$ cat config.mk
export PLATFORM = sky130hd
export DESIGN_NAME = output_squeezer_flat
export DESIGN_NICKNAME = d
export VERILOG_FILES = /design/src/rtl/output_squeezer_if.sv /design/src/rtl/output_squeezer.sv /design/src/flat_wrapper.sv
export SDC_FILE = /design/constraint.sdc
export NUM_CORES = 1
export LEC_CHECK = 0
export ABC_AREA = 1
export BUFFER_PORTS_ARGS = -buffer_cell sky130_fd_sc_hd__buf_2
export CAP_MARGIN = 40
export CORE_MARGIN = 2
export CORE_UTILIZATION = 35
export DETAILED_ROUTE_END_ITERATION = 8
export PLACE_DENSITY = 0.58
export SLEW_MARGIN = 20
export SYNTH_ARGS = -nofsm -noshare
export SYNTH_HDL_FRONTEND = slang
export SYNTH_SLANG_ARGS = --single-unit
$ cat constraint.sdc
create_clock -name clk -period 3 [get_ports clk]
set_clock_uncertainty 0.1 [all_clocks]
set_input_delay 0.45 -clock clk [delete_from_list [all_inputs] [get_ports clk]]
set_output_delay 0.45 -clock clk [all_outputs]
set_load 0.1 [all_outputs]
$ cat src/rtl/output_squeezer_if.sv
// Output word stream of the squeeze controller: 64-bit words with a last flag
// and the valid-bit count of the final word, under valid/ready flow control.
interface output_squeezer_if #(
  parameter int LANE_BITS = 64
);
  localparam int SIZE_W = $clog2(LANE_BITS);

  logic [LANE_BITS-1:0] dout;
  logic                 dout_valid;
  logic                 dout_ready;
  logic                 dout_last;
  logic [SIZE_W-1:0]    dout_size;

  modport master (
    output dout,
    output dout_valid,
    output dout_last,
    output dout_size,
    input  dout_ready
  );

  modport slave (
    input  dout,
    input  dout_valid,
    input  dout_last,
    input  dout_size,
    output dout_ready
  );
endinterface

$ cat src/rtl/output_squeezer.sv
// Squeeze-side controller for the Keccak core: streams rate lanes as output
// words, tracks the remaining length and requests permutations between blocks.
module output_squeezer #(
  parameter int WIDTH     = 32,
  parameter int LANE_BITS = 64
) (
  input  logic                 clk,
  input  logic                 rst_n,
  input  logic                 start,
  input  logic [WIDTH-1:0]     out_size,
  input  logic [4:0]           rate_words,
  output logic [4:0]           lane_idx,
  input  logic [LANE_BITS-1:0] lane_data,
  output logic                 perm_req,
  input  logic                 perm_done,
  output logic                 busy,
  output logic                 done,
  output_squeezer_if.master    dout_if
);

  localparam int SIZE_W = $clog2(LANE_BITS);

  typedef enum logic [1:0] {
    S_IDLE,
    S_EMIT,
    S_REQ,
    S_WAIT
  } state_t;

  state_t             state_q, state_d;
  logic [WIDTH-1:0]   remaining_q, remaining_d;
  logic [4:0]         rate_q, rate_d;
  logic [4:0]         lane_idx_q, lane_idx_d;
  logic               done_q, done_d;

  logic               emit;
  logic               last;
  logic [SIZE_W-1:0]  size;
  logic [LANE_BITS-1:0] mask;

  always_ff @(posedge clk) begin
    if (!rst_n) begin
      state_q     <= S_IDLE;
      remaining_q <= '0;
      rate_q      <= '0;
      lane_idx_q  <= '0;
      done_q      <= 1'b0;
    end else begin
      state_q     <= state_d;
      remaining_q <= remaining_d;
      rate_q      <= rate_d;
      lane_idx_q  <= lane_idx_d;
      done_q      <= done_d;
    end
  end

  // A size of zero on the last word means the whole lane is valid.
  always_comb begin
    emit = (state_q == S_EMIT);
    last = emit && (remaining_q <= WIDTH'(LANE_BITS));
    size = last ? remaining_q[SIZE_W-1:0] : '0;
    mask = '1;
    for (int i = 0; i < LANE_BITS; i++) begin
      mask[i] = (size == '0) || (i < int'(size));
    end
    dout_if.dout       = emit ? (lane_data & (last ? mask : '1)) : '0;
    dout_if.dout_valid = emit;
    dout_if.dout_last  = last;
    dout_if.dout_size  = size;
    lane_idx = lane_idx_q;
    perm_req = (state_q == S_REQ);
    busy     = (state_q != S_IDLE);
    done     = done_q;
  end

  always_comb begin
    state_d     = state_q;
    remaining_d = remaining_q;
    rate_d      = rate_q;
    lane_idx_d  = lane_idx_q;
    done_d      = 1'b0;
    case (state_q)
      S_IDLE: begin
        if (start) begin
          if (out_size != '0) begin
            remaining_d = out_size;
            rate_d      = rate_words;
            lane_idx_d  = '0;
            state_d     = S_EMIT;
          end else begin
            done_d = 1'b1;
          end
        end
      end
      S_EMIT: begin
        // The last-word test comes first, so the subtract below never wraps.
        if (dout_if.dout_ready) begin
          if (last) begin
            state_d = S_IDLE;
            done_d  = 1'b1;
          end else begin
            remaining_d = remaining_q - WIDTH'(LANE_BITS);
            if (lane_idx_q == rate_q - 5'd1) begin
              lane_idx_d = '0;
              state_d    = S_REQ;
            end else begin
              lane_idx_d = lane_idx_q + 5'd1;
            end
          end
        end
      end
      S_REQ: begin
        state_d = S_WAIT;
      end
      S_WAIT: begin
        if (perm_done) begin
          state_d = S_EMIT;
        end
      end
      default: begin
        state_d = S_IDLE;
      end
    endcase
  end

endmodule

$ cat src/flat_wrapper.sv
// flat-port wrapper written by rule: the top's interface ports become plain ports
module output_squeezer_flat 
#(
  parameter int WIDTH     = 32,
  parameter int LANE_BITS = 64
)
  (clk, rst_n, start, out_size, rate_words, lane_idx, lane_data, perm_req, perm_done, busy, done, dout_if_dout, dout_if_dout_valid, dout_if_dout_last, dout_if_dout_size, dout_if_dout_ready);
  output_squeezer_if #(.LANE_BITS(LANE_BITS)) dout_if_i ();
  input  logic clk;
  input  logic rst_n;
  input  logic start;
  input  logic [WIDTH-1:0] out_size;
  input  logic [4:0] rate_words;
  output logic [4:0] lane_idx;
  input  logic [LANE_BITS-1:0] lane_data;
  output logic perm_req;
  input  logic perm_done;
  output logic busy;
  output logic done;
  output wire logic [$bits(dout_if_i.dout)-1:0] dout_if_dout;
  output wire logic [$bits(dout_if_i.dout_valid)-1:0] dout_if_dout_valid;
  output wire logic [$bits(dout_if_i.dout_last)-1:0] dout_if_dout_last;
  output wire logic [$bits(dout_if_i.dout_size)-1:0] dout_if_dout_size;
  input wire logic [$bits(dout_if_i.dout_ready)-1:0] dout_if_dout_ready;
  assign dout_if_dout = dout_if_i.dout;
  assign dout_if_dout_valid = dout_if_i.dout_valid;
  assign dout_if_dout_last = dout_if_i.dout_last;
  assign dout_if_dout_size = dout_if_i.dout_size;
  assign dout_if_i.dout_ready = dout_if_dout_ready;
  output_squeezer #(.WIDTH(WIDTH), .LANE_BITS(LANE_BITS)) u_core (.clk(clk), .rst_n(rst_n), .start(start), .out_size(out_size), .rate_words(rate_words), .lane_idx(lane_idx), .lane_data(lane_data), .perm_req(perm_req), .perm_done(perm_done), .busy(busy), .done(done), .dout_if(dout_if_i));
endmodule
Word-level counts from Yosys, hierarchy flattened --
Index checks and enable logic that the tools add are counted.
Storage, ports and cells: flip-flop bits (word level) 45, input bits 106, output and inout port bits 80, word-level logic and storage cells 181
Operators by class: add/sub/neg operators 3, magnitude comparators 64, eq/ne operators 10, multiplexer cells 26, bitwise gates (word level) 1, reduce and logical (&&, ||, !) cells 72
Operators by type and width (count):
- 6-bit < comparator, first input constant | 31
- 32-bit two-way mux | 4
- 64-bit two-way mux | 2
- 5-bit by 6-bit < comparator with 1-bit output, first input constant | 16
- 64-bit AND | 1
- 32-bit case mux with 2 select lines | 1
- 1-bit logical OR | 63
- 4-bit by 6-bit < comparator with 1-bit output, first input constant | 8
- 32-bit by 7-bit <= comparator with 1-bit output, second input constant | 1
- 32-bit nonzero test | 1
- 32-bit by 7-bit subtractor with 32-bit output, second input constant | 1
- 5-bit two-way mux | 5
- 3-bit by 6-bit < comparator with 1-bit output, first input constant | 4
- 1-bit by 6-bit < comparator with 1-bit output, first input constant | 2
- 2-bit by 6-bit < comparator with 1-bit output, first input constant | 2
- 2-bit two-way mux | 6
- 5-bit case mux with 2 select lines | 1
- 5-bit AND reduction | 2
- 2-bit case mux with 4 select lines | 1
- 6-bit logical NOT | 1
- 6-bit two-way mux | 1
- 2-bit != test, second input constant | 3
- 5-bit by 1-bit adder with 5-bit output, second input constant | 1
- 5-bit equality test | 1
- 11 further kinds | 17

Longest topological paths before layout --
Gate-level depths: netlist of run 1.
depth after elaboration 8, depth in mapped cells 15, mapped depth without buffers 14

Worst setup path after synthesis of run 1 --
OpenSTA, ideal clock, no wires.
path kind reg-to-output, start point register u_core.state_q[1], end point output dout_if_dout[21], arrival time 4.339 ns, data required time 2.450 ns, path slack -1.889 ns, cell stages (with the launch flop) 10, buffers on the path 1, cells stage by stage dfxtp_1 > inv_1 > ha_1 > clkbuf_1 > nand4_1 > inv_1 > nand2_1 > nand2_1 > nand2_1 > a21oi_1
Between the ends: cells in the longest elaborated chain, start to end 8, elaborated cells between the ends (all ways) 9, classes of those cells order compare: 1; eq/ne: 1; mux: 3; bitwise: 1; reduce/logical: 3
Ends and longest elaborated chain:
- from (decl) | RTL line output_squeezer.sv:30 | state_t state_q, state_d;
- from (signal assigned) | RTL line output_squeezer.sv:49 | state_q <= state_d;
- 2-bit by 1-bit equality test with 1-bit output (*) | RTL line output_squeezer.sv:59 | emit = (state_q == S_EMIT);
- via dout_if_dout_valid | RTL line flat_wrapper.sv:21 | output wire logic [$bits(dout_if_i.dout_valid)-1:0] dout_if_dout_valid;
- 1-bit logical AND (*) | RTL line output_squeezer.sv:60 | last = emit && (remaining_q <= WIDTH'(LANE_BITS));
- 6-bit two-way mux (*) | RTL line output_squeezer.sv:61 | size = last ? remaining_q[SIZE_W-1:0] : '0;
- via dout_if_dout_size[4] | RTL line flat_wrapper.sv:23 | output wire logic [$bits(dout_if_i.dout_size)-1:0] dout_if_dout_size;
- 5-bit by 6-bit < comparator with 1-bit output / 6-bit logical NOT (equally long branches) | RTL line output_squeezer.sv:64 | mask[i] = (size == '0) || (i < int'(size));
- 1-bit logical OR (*) | RTL line output_squeezer.sv:64
- 64-bit two-way mux (*) | RTL line output_squeezer.sv:66 | dout_if.dout = emit ? (lane_data & (last ? mask : '1)) : '0;
- 64-bit AND (*) | RTL line output_squeezer.sv:66
- 64-bit two-way mux (*) | RTL line output_squeezer.sv:66
- to (decl) | RTL line flat_wrapper.sv:20 | output wire logic [$bits(dout_if_i.dout)-1:0] dout_if_dout;
The timed path passes the listed nets; every way through them passes the cells marked *.

Worst setup path after layout of run 1 --
start point register u_core.remaining_q[6], end point output dout_if_dout[34]
Between the ends: cells in the longest elaborated chain, start to end 8, elaborated cells between the ends (all ways) 9, classes of those cells order compare: 2; mux: 3; bitwise: 1; reduce/logical: 3
Ends and longest elaborated chain:
- from (decl) | RTL line output_squeezer.sv:31 | logic [WIDTH-1:0] remaining_q, remaining_d;
- from (signal assigned) | RTL line output_squeezer.sv:50 | remaining_q <= remaining_d;
- 32-bit by 7-bit <= comparator with 1-bit output (*) | RTL line output_squeezer.sv:60
- 1-bit logical AND (*) | RTL line output_squeezer.sv:60
- 6-bit two-way mux | RTL line output_squeezer.sv:61
- 6-bit < comparator / 6-bit logical NOT (equally long branches) | RTL line output_squeezer.sv:64
- 1-bit logical OR | RTL line output_squeezer.sv:64
- 64-bit two-way mux (*) | RTL line output_squeezer.sv:66
- 64-bit AND (*) | RTL line output_squeezer.sv:66
- 64-bit two-way mux (*) | RTL line output_squeezer.sv:66
Mark *: on every way between the ends. The rest lies on a longest branch, timed or not.

==> results of run 1 <==
[routing by layer]
metal / part of all wire / vias up / track usage
met4: 0.021 / 0 / 0.0751
met3: 0.061 / 30 / 0.0321
li1: - / 3110 / -
met2: 0.50 / 231 / 0.431
met5: 0 / - / 0
met1: 0.42 / 2784 / 0.313
[critical path, delay by kind of cell (launching register included)]
| family | cells | cell delay (ns) |
|---|---|---|
| and+or+nand+nor | 10 | 1.06 |
| buffers and inverters | 5 | 0.58 |
| DFF | 1 | 0.38 |
| adders and majority gates | 1 | 0.14 |
[timing repair]
action                     CTS  global route
pin swaps                   15            24
gates cloned                 1             1
gates resized for setup     21            65
buffers inserted            10            16
setup endpoints to repair   55            57
[registers in the layout (all words and copies together), names as in the netlist]
name,count
u_core.remaining_q,32
u_core.lane_idx,5
u_core.rate_q,5
u_core.state_q,2
u_core.done,1
[power groups by stage]
stage / registers, uW / logic, uW / clock network (uW)
floorplan: 1220 / 4730 / 0
global placement: 1070 / 6810 / 0
detailed placement: 1070 / 6820 / 0
CTS: 1070 / 6930 / 539
global route: 1120 / 7560 / 556
finish: 1090 / 7090 / 526
[worst min-delay path by stage]
| stage | from | endpoint | slack (ns) | depth (start not counted) |
|---|---|---|---|---|
| final | rate_words[1] | u_core.rate_q[1] | 0.33 | 3 |
| after global placement | u_core.rate_q[4] | u_core.rate_q[4] | 0.37 | 2 |
| after detailed placement | u_core.rate_q[4] | u_core.rate_q[4] | 0.37 | 2 |
| after floorplan | u_core.remaining_q[18] | u_core.remaining_q[18] | 0.35 | 2 |
| after CTS | rate_words[1] | u_core.rate_q[1] | 0.34 | 3 |
| after global routing | rate_words[4] | u_core.rate_q[4] | 0.34 | 3 |
[layout make-up]
type                    instances  area [um2]
fillers                      1256        4930
multi-input cells             659        3980
repair buffers                244        2440
flip-flops and latches         45         911
inverters                     105         470
well taps                     176         220
clock buffers                   5         125
clock inverters                 1        5.00
[per-stage QoR]
stage | area [um2] | hold WS [ns] | power (uW)
CTS | 7780 | 0.338 | 8540
global placement | 7480 | 0.368 | 7870
finish | 8150 | 0.334 | 8700
floorplan | 5250 | 0.352 | 5950
detailed placement | 7480 | 0.367 | 7890
global route | 8150 | 0.343 | 9240
[cells by family after synthesis]
kind of cell               Yosys count  synth area share
AOI/OAI and AO/OA                  147             0.166
DFF                                 45             0.194
adders and majority gates            9            0.0243
xor gates and xnor gates            16            0.0302
buffers and inverters              138             0.123
and+or+nand+nor                    485             0.462
[placed cells by master, fill, tap and decap left out, drive strengths merged]
cell type	instances
nand2	246
buf	244
nor2	156
inv	93
a21oi	72
o21ai	64
nand3	64
dfxtp	45
xor2	13
nand4	13
clkinvlp	10
ha	9
clkbuf	5
o22ai	4
xnor2	3
nor3	3
nand3b	2
clkinv	2
o31ai	2
a31oi	2
bufinv	1
o2111ai	1
and3	1
nor2b	1
o211ai	1
a32oi	1
or2	1
==> out/results.txt, run 1 <==
The run finished, with violations left. The checks that failed: negative setup slack. The core region is 13100 um2. The initial cell density of the core came out at 0.354. After synthesis, the most frequently instantiated cells are sky130_fd_sc_hd__nand2_1, sky130_fd_sc_hd__nor2_1, sky130_fd_sc_hd__inv_1, sky130_fd_sc_hd__a21oi_1, sky130_fd_sc_hd__nand3_1. The fraction of post-synthesis cell area in the top cell type by area was 0.194; the horizontal extent of the die was 119 um. The first detailed-routing pass ran for 5 iterations. sky130_fd_sc_hd__nand2_1 is the most common cell in the netlist. Startpoint of the most critical register-to-register path: u_core.state_q[1].

The clock buffer count from CTS is 5, and the initial antenna violation count is 0. At the placement stage, the worst setup path has a slack of 0.0860 ns. Summed over all failing endpoints, the final setup total negative slack is -0.133 ns. The number of nets in the final layout is 1175, and the maximum number of pins on one net before global-route repair is 68.

Synthesis inferred 45 register bits. By area the synthesized netlist is led by sky130_fd_sc_hd__dfxtp_1, sky130_fd_sc_hd__nand2_1, sky130_fd_sc_hd__nor2_1. The internal power of the cells totals 3380 uW. Endpoint of the most critical register-to-register path: u_core.remaining_q[25]. The share of the cycle needed by the critical path after routing is 1.01. For this design, the CTS-stage hold fixing added 0 buffers.

Synthesis produced 840 cells. The run gives 18300 um as the total length of routed wires. The slowest stage of the critical path is the sky130_fd_sc_hd__dfxtp_4 cell. The delay of the slowest cell on the worst path is 0.38 ns, and the antenna diode instance count is 0. The chip height works out to 119 um.

Traced cell by cell, the critical path runs through inv_4 -> ha_4 -> nand2_4 -> nor2_8 -> nand2_4 -> nand2_8 -> nand3_4 -> buf_6 -> nor2_4 -> nand2_4 -> inv_8 -> nand2_2 -> nand3_2 -> nand2_2 -> clkinvlp_4 -> buf_12. Once detailed placement completed, the half-perimeter wirelength came to 13900 um. The final cell count without fillers was 1235; the placed instance count was 1201.

In this run the worst path has a maximum fanout of 7. Worst IR drop on VDD: 797 uV. The detail route stage leaves a number of antenna-violating nets equal to 0.

The number of buffer cells added on primary ports was 185; the final RePlAce weighted congestion was 0.983. For the pin with the worst max-slew slack, the measured transition is 0.633 ns. The logs give 5320 uW for the power dissipated by switching net loads and 0.060 for the share of total power in the clock network. For the arrival time of data at the critical path endpoint, the log shows 2.48 ns.

In this run the deepest clock path goes through 2 buffers. The run gives 0 as the residual overflow from global routing. The critical path starts at u_core.remaining_q[6]. After clock tree synthesis, the clock-pin slew on the worst setup and hold paths is 0.06 ns. In the final routed layout, each cell accounts on average for 14.8 um.

The largest area contributor in the synthesized netlist was sky130_fd_sc_hd__dfxtp_1. For the combinational cell fraction of total power, the log shows 0.815. The average size of a mapped cell was 5.52 um2.

For this run, design rule violations remaining after detail routing come to 0. The minimum period implied by the final worst setup slack came out at 3.03 ns. The tools report the worst path setup slack after routing as -0.0328 ns. The cell count of the worst reg-to-reg path came out at 13.

Counting every net in the synthesized netlist gives 955. The worst slew margin relative to its limit came out at 0.578. Count of endpoints failing hold in the final timing report: 0.

The tools report the sequential power share as 0.125. Following the worst setup path forward leads to its endpoint at dout_if_dout[34]. The tools report the sort of element at the end of the critical path as an output port. For flop-to-flop paths, the worst setup slack is 0.47 ns. Setup repair after global routing could not meet its margin everywhere. The run gives 0.29 ns as the clock latency on the worst-skew pair. The cell that appears most often on the critical path is sky130_fd_sc_hd__nand2_4. The maximum level of the CTS H-tree is 2.

In this run the worst hold path is classified as in2reg. Static timing analysis puts the maximum clock frequency at 330 MHz. Number of synthesized flops with an enable pin: 0. For the number of endpoints failing setup at the final stage, the log shows 10.

The number of vias per cell was 4.98. The core occupancy in the finished layout is 0.623. Synthesis instantiated 41 different standard cells from the library. STA puts the critical path data required time at 2.45 ns. The wire length of the first global-routing pass was 28300 um.

For this run, the leading register cell type out of synthesis is sky130_fd_sc_hd__dfxtp_1. The final-report max-slew violation count was 0; the clock net sink count was 45. The number of global-route vias before repair is 5608.

The detailed router finished its first iteration with 416 violations. The tool flagged a number of max-cap violations equal to 0. Dividing total power by cell area gives a power density of 1070 nW/um2. The synthesis-to-layout area growth works out to 75.9%.

186 I/O pins were placed. Sequential fraction of the synthesis area: 0.194. The count of synthesis-stage warnings from yosys is 0, and the share of synthesized flip-flops with an asynchronous set or reset is 0. Summing every instance area after synthesis gives 4630 um2. The critical path startpoint category is a register. The tree is rooted in a sky130_fd_sc_hd__clkbuf_16. TritonCTS built the clock tree. For the area enclosed by the die boundary, the log shows 14200 um2. The total routing resource utilization after global routing came out at 0.246. Detailed routing inserted a total of 6155 vias. In this run the static leakage power is 0.00366 uW.

The worst setup path is of the reg2out kind. For the number of placement rows, the log shows 42. The switching part of the total was 0.611; the fraction of layout instances using a drive strength above 1 was 0.403.
Note: power is estimated with default switching activity, not from simulation.
==> inputs of run 2 (changes only) <==
Settings changed: REMOVE_ABC_BUFFERS set to 1.
==> run 2 against run 1 <==
Against the previous run:
- the flow now finishes without violations
- clock power grew 25%
- core utilization shrank 3.1 points
- non-clock buffer count shrank 13
- hold slack lost 0.0057 ns
- critical endpoint is now dout_if_dout[44]
- largest power group unchanged
==> out/results.txt, run 2 (same netlist as run 1, synthesis figures left out) <==
Hold repair after CTS inserted 0 buffers. Reported leakage power: 0.00371 uW. The run finished with clean final reports. The total routing resource utilization after global routing came out at 0.252. Across all hold checks on the routed design, the worst slack comes to 0.328 ns. Wire length of the first global-routing pass: 28900 um.

Setup violations remaining at the end of the flow were counted as 0. The worst hold path begins at rate_words[4]. The logs give 45 for the clock net sink count and 47 for the maximum number of pins on one net before global-route repair. Static timing analysis puts the maximum clock frequency at 334 MHz. Launching element of the worst setup path: u_core.remaining_q[6]. The tightest min-delay check is of the in2reg type. The logs give 42 for the number of placement rows and 6123 for the total via count after detailed routing. STA puts the critical path data required time at 2.45 ns.

The final cell count without fillers is 1225, and the worst slew margin relative to its limit is 0.674. Share of the cycle needed by the critical path after routing: 0.999. The net count of the finished layout is 1162.

The startpoint of the most critical register-to-register path is u_core.state_q[0]. The worst-case IR drop observed on VDD is 453 uV. The core occupancy in the finished layout came out at 0.592.

The minimum period implied by the final worst setup slack is 3.00 ns, and the initial cell density of the core is 0.354. The die is 119 um tall. The tools report the area enclosed by the die boundary as 14200 um2.

The residual overflow from global routing is 0, and the number of flip-flops under the largest register name is 32. After detailed routing, the number of remaining DRC violations is 0. At the pin with the least slew margin, the transition time is 0.486 ns. The run gives 5564 as the number of global-route vias before repair. The run gives 2 as the maximum clock path buffer count. The max-capacitance violation count came out at 0. The fraction of layout instances using a drive strength above 1 was 0.370; the number of optimization iterations in the first detailed-route pass was 5.

For this design the top-level I/O count stands at 186. In the layout the commonest cells are sky130_fd_sc_hd__nand2_1, sky130_fd_sc_hd__nor2_1, sky130_fd_sc_hd__buf_2. Timing analysis after detailed placement gives a worst setup slack of 0.0579 ns. The layout filler cell count was 1233; the clock-pin transition on the worst setup and hold timing paths was 0.07 ns.

Category of the critical setup timing path: reg2out. CTS built an H-tree with a depth of 2. Initial antenna violation count: 1. Setup repair after global routing could not meet its margin everywhere. Areal power density over the cells: 1120 nW/um2. The HPWL after detailed placement is 14100 um. TritonCTS built the clock tree. STA classifies the critical path startpoint as a register.

After layout, the worst setup slack is 0.00335 ns. The clock buffer count from CTS came out at 5. Once detail routing completed, the nets flagged for antenna violations numbered 0.

From synthesis to final layout, the design area changed by 67.2%. The leading cell type in the layout, fill and taps excluded is sky130_fd_sc_hd__nand2_1. The logs give 13100 um2 for the standard cell core area and 282 for the detailed router's first-iteration violation count. The final RePlAce weighted congestion is 0.894. Dividing the detail-routed wire length by the instance count gives 15.4 um. The clock reaches the later pin of the worst-skew pair after 0.29 ns. The tree is rooted in a sky130_fd_sc_hd__clkbuf_16. Port buffering added 185 buffers. The largest fanout on the critical path is 7.

The sequential cell area was 915 um2. The arrival time of data at the critical path endpoint came out at 2.45 ns. The final-report max-slew violation count was 0; the placed instance count was 1193. The multi-input combinational cells in the finished layout cover a total of 3630 um2. For the count of endpoints failing hold in the final timing report, the log shows 0.

Sort of element at the end of the critical path: an output port. Using the TritonRoute via totals, the vias-per-cell ratio works out to 5.00. The total length of routed wires came out at 18800 um. The register bank with the most flops was u_core.remaining_q. In this run the horizontal extent of the chip is 119 um.
[run 2: cell types whose count changed in the layout (fill, tap and decap cells not counted), sizes merged]
cell,change
diode,+1
bufbuf,+1
buf,-15
clkbuf,+3
clkinv,-1
inv,+11
clkinvlp,-10
nand3,+1
nor2,-1
[run 2: what timing repair did]
item / in CTS / in global routing
gates resized for setup: 62 / 88
setup buffers: 11 / 7
cloned: 4 / 1
endpoints found under the setup margin: 58 / 60
pin swaps: 13 / 34
[run 2: cell type report]
type	count	area share
timing repair buffer	231	0.309
multi-input combinational	659	0.469
tap	176	0.0284
antenna	1	0.000323
clock buffer	7	0.0184
clock inverter	1	0.00388
inverter	105	0.0536
sequential	45	0.118
[run 2: metal layers]
metal / vias to the layer above / track usage / share of wire
li1: 3090 / - / -
met2: 239 / 0.435 / 0.48
met3: 39 / 0.0340 / 0.061
met1: 2755 / 0.329 / 0.43
met4: 0 / 0.0685 / 0.028
met5: - / 0 / 0
[run 2: path summary, 6_finish.rpt]
check | endpoint | slack (ns) | depth (start not counted)
min reg2reg | u_core.rate_q[4] | 0.38 | 2
max reg2reg | u_core.remaining_q[2] | 0.36 | 9
max | dout_if_dout[44] | 0.003 | 15
min | u_core.rate_q[4] | 0.33 | 3
[run 2: worst max-delay path: stages, from the launching register on]
cell and delay, ns:
sky130_fd_sc_hd__dfxtp_2 0.34, sky130_fd_sc_hd__buf_6 0.10, sky130_fd_sc_hd__ha_4 0.12, sky130_fd_sc_hd__nand3_2 0.07
sky130_fd_sc_hd__nor2_2 0.12, sky130_fd_sc_hd__nand2_2 0.11, sky130_fd_sc_hd__nand2_8 0.10, sky130_fd_sc_hd__nand4_1 0.20
sky130_fd_sc_hd__buf_6 0.21, sky130_fd_sc_hd__nor2_2 0.13, sky130_fd_sc_hd__buf_4 0.15, sky130_fd_sc_hd__nand3_1 0.06
sky130_fd_sc_hd__nand3_1 0.11, sky130_fd_sc_hd__nand2_1 0.06, sky130_fd_sc_hd__inv_1 0.09, sky130_fd_sc_hd__buf_12 0.18
[run 2: stage by stage]
| step | TNS (ns) | cell area [um2] | power [uW] |
|---|---|---|---|
| 5_1_grt | -1.63 | 7750 | 9200 |
| 4_1_cts | -0.00752 | 7410 | 8420 |
| 6_report | 0 | 7750 | 8660 |
| 3_3_place_gp | 0 | 6830 | 7580 |
| 2_1_floorplan | -306.56 | 4460 | 5560 |
| 3_5_place_dp | 0 | 6830 | 7590 |
[run 2: power breakdown]
part           internal, uW  switching, uW
logic                  2160           4740
clock network           417            239
registers               834            269
total                  3410           5250
==> inputs of run 3 (changes only) <==
Settings changed: BUFFER_PORTS_ARGS -buffer_cell sky130_fd_sc_hd__buf_2 to unset, DONT_BUFFER_PORTS set to 1, PLACE_DENSITY 0.58 to 0.46.
==> run 3 against run 2 <==
Against the previous run:
- combinational power up 0.7%
- core utilization down 3.4 points
- first-iteration DRC count down 7.1%
- global-route usage down 0.95 points
- final cell count down 8.2%
- hold slack worse by 0.14 ns
- critical path depth down 1
- setup slack better by 0.018 ns
- maximum frequency up 0.61%
- largest power group unchanged
==> out/results.txt, run 3 (same netlist as run 1, synthesis figures left out) <==
Maximum level of the CTS H-tree: 2. Clock-pin transition on the worst setup and hold timing paths: 0.06 ns. The arrival time of data at the critical path endpoint is 2.43 ns. Overall power consumption after layout is estimated at 8650 uW. For this run, the top clock speed supported by timing is 336 MHz.

Ranked by flip-flop count, first place goes to u_core.remaining_q. The horizontal extent of the die was 119 um; the fraction of layout instances using a drive strength above 1 was 0.290. The register with the most flip-flops in the layout has 32 of them. For the final-report max-slew violation count, the log shows 0. The slew of the pin with the lowest slew margin was 0.449 ns; the DRC violation count after routing was 0. The sort of element at the end of the critical path was an output port. The setup slack of the most critical reg-to-reg path is 0.50 ns, and the clock buffer count from CTS is 5.

The clock passes through at most 2 buffers. The routed design uses 9000 um of met2 wire. The flow ran to the end, and the final reports show no timing, DRC or antenna violations.

The placed wire-length estimate was 13900 um; the areal power density over the cells was 1180 nW/um2. Summed over all layers, the global routing overflow is 0. The clock net sink count was 45. Clock latency on the worst-skew pair: 0.29 ns.

The tools report the core occupancy in the finished layout as 0.559. The library cell used most frequently in the layout, excluding fill and tap cells, is sky130_fd_sc_hd__nand2_1. Setup slack closes at 0.0216 ns.

The library cells used most frequently in the layout, excluding fill and tap cells, are sky130_fd_sc_hd__nand2_1, sky130_fd_sc_hd__nor2_1, sky130_fd_sc_hd__inv_1. The initial cell density of the core is 0.354, and the worst setup slack before clock tree synthesis is 0.0446 ns. In this run the worst hold path is classified as in2reg. At the worst endpoint, the required time is 2.45 ns. The layout filler cell count is 1297. The first global-routing pass estimated 28300 um of wire.

Worst slew margin relative to its limit: 0.700. Entering global routing, the biggest net connects 99 pins. From synthesis to final layout, the design area changed by 57.7%. Sequential cell area: 902 um2. The highest routing layer actually used was met4. The largest fanout on the critical path came out at 9. The logs give 0.00332 uW for the reported leakage power and 7840 um for the detailed-route wire length on metal 1. Summing all multi-input logic gate instances after layout gives 3710 um2. The count of endpoints failing hold in the final timing report came out at 0. The detailed router placed 5747 vias in this run. TritonCTS built the clock tree.

The number of endpoints failing setup at the final stage is 0. For the standard cell core area, the log shows 13100 um2. Dividing the detail-routed wire length by the instance count gives 16.2 um. The met3 routed wirelength is 1120 um.

The root buffer cell was sky130_fd_sc_hd__clkbuf_16. Across the run, the number of max-cap violations was 0. The tools report the number of nets in the final layout as 1062. The total routing resource utilization after global routing was 0.243. Input and output buffers added on the ports amount to 0. The die is 119 um tall.

The critical path startpoint category is a register. For the initial antenna violation count, the log shows 0. The total length of routed wires is 18200 um. The critical path in this run is classified as reg2out. Final RePlAce weighted congestion: 0.885. The pre-antenna-repair detailed-routing pass consisted of 5 iterations.

The number of global-route vias before repair came out at 5560. The logs give 262 for the detailed router's first-iteration violation count and 6440 um2 for the area of placed instances. The logs give 0 for the antenna diode instance count and 186 for the count of pins on the block boundary. The die covers 14200 um2.

The share of the cycle needed by the critical path after routing was 0.993; the minimum period implied by the final worst setup slack was 2.98 ns. IR analysis of the VDD net gives a maximum drop of 815 uV. Setup repair after global routing could not meet its margin everywhere. Number of vias per cell: 5.11. Once detail routing completed, the nets flagged for antenna violations numbered 0. The logs give 42 for the number of placement rows and 7310 um2 for the final non-filler cell area.
## run 3: cell count changes in the layout (fill, tap and decap cells not counted), moves of 4 or more
cell / before / now
sky130_fd_sc_hd__buf_2: 116 / 0
sky130_fd_sc_hd__buf_4: 37 / 57
sky130_fd_sc_hd__a21oi_4: 1 / 18
sky130_fd_sc_hd__a21oi_2: 32 / 17
sky130_fd_sc_hd__dfxtp_1: 34 / 44
sky130_fd_sc_hd__dfxtp_2: 11 / 1
sky130_fd_sc_hd__nor2_2: 13 / 21
sky130_fd_sc_hd__nand2_2: 18 / 14
sky130_fd_sc_hd__nand3_1: 54 / 58
sky130_fd_sc_hd__nand3_2: 8 / 4
sky130_fd_sc_hd__nor2_1: 120 / 116
## run 3: timing repair
action,CTS,global route
endpoints found under the setup margin,60,60
gates cloned,0,4
pin swaps,7,33
resized for setup,18,73
setup buffers,5,24
hold buffers,0,0
## run 3: power breakdown
part | total, uW | leakage, uW | internal, uW | switching (uW)
logic | 6950 | 0.00286 | 2170 | 4780
clock network | 655 | 0.0000841 | 417 | 239
registers | 1040 | 0.000372 | 822 | 220
total | 8650 | 0.00332 | 3410 | 5240
## run 3: area by class of cell
| class | instances | area share |
|---|---|---|
| Clock buffer | 7 | 0.0195 |
| Clock inverter | 1 | 0.00411 |
| Inverter | 105 | 0.0555 |
| Multi-Input combinational cell | 658 | 0.507 |
| Sequential cell | 45 | 0.123 |
| Tap cell | 176 | 0.0301 |
| Timing Repair Buffer | 132 | 0.260 |
## run 3: routing by layer
| metal | GRT usage | vias to the layer above |
|---|---|---|
| met4 | 0.0432 | 0 |
| met3 | 0.0450 | 14 |
| met5 | 0 | - |
| met2 | 0.437 | 177 |
| met1 | 0.303 | 2672 |
| li1 | - | 2884 |
## run 3: metrics by stage
stage | hold slack [ns] | TNS [ns] | std cells
floorplan | 0.352 | -306.56 | 807
global placement | 0.369 | 0 | 1081
detailed placement | 0.372 | 0 | 1083
CTS | 0.180 | -0.0258 | 1096
global route | 0.185 | -0.766 | 1124
finish | 0.184 | 0 | 1124
## run 3: path summary, 6_finish.rpt
path | start | endpoint | cells after the start
max | u_core.remaining_q[7] | dout_if_dout[53] | 14
min | rst_n | u_core.state_q[0] | 2
max reg2reg | u_core.state_q[0] | u_core.remaining_q[25] | 10
min reg2reg | u_core.rate_q[4] | u_core.rate_q[4] | 2
## run 3: worst max-delay path, cell delays in order (launching register included)
cell,delay [ns]
sky130_fd_sc_hd__dfxtp_1,0.38
sky130_fd_sc_hd__inv_2,0.07
sky130_fd_sc_hd__ha_4,0.17
sky130_fd_sc_hd__nand2_4,0.11
sky130_fd_sc_hd__nor2_8,0.05
sky130_fd_sc_hd__nand2_4,0.11
sky130_fd_sc_hd__nand2_8,0.08
sky130_fd_sc_hd__nand3_4,0.12
sky130_fd_sc_hd__inv_4,0.07
sky130_fd_sc_hd__o21ai_2,0.09
sky130_fd_sc_hd__buf_6,0.18
sky130_fd_sc_hd__nand3_4,0.13
sky130_fd_sc_hd__buf_12,0.17
sky130_fd_sc_hd__a21oi_2,0.20
sky130_fd_sc_hd__buf_12,0.20
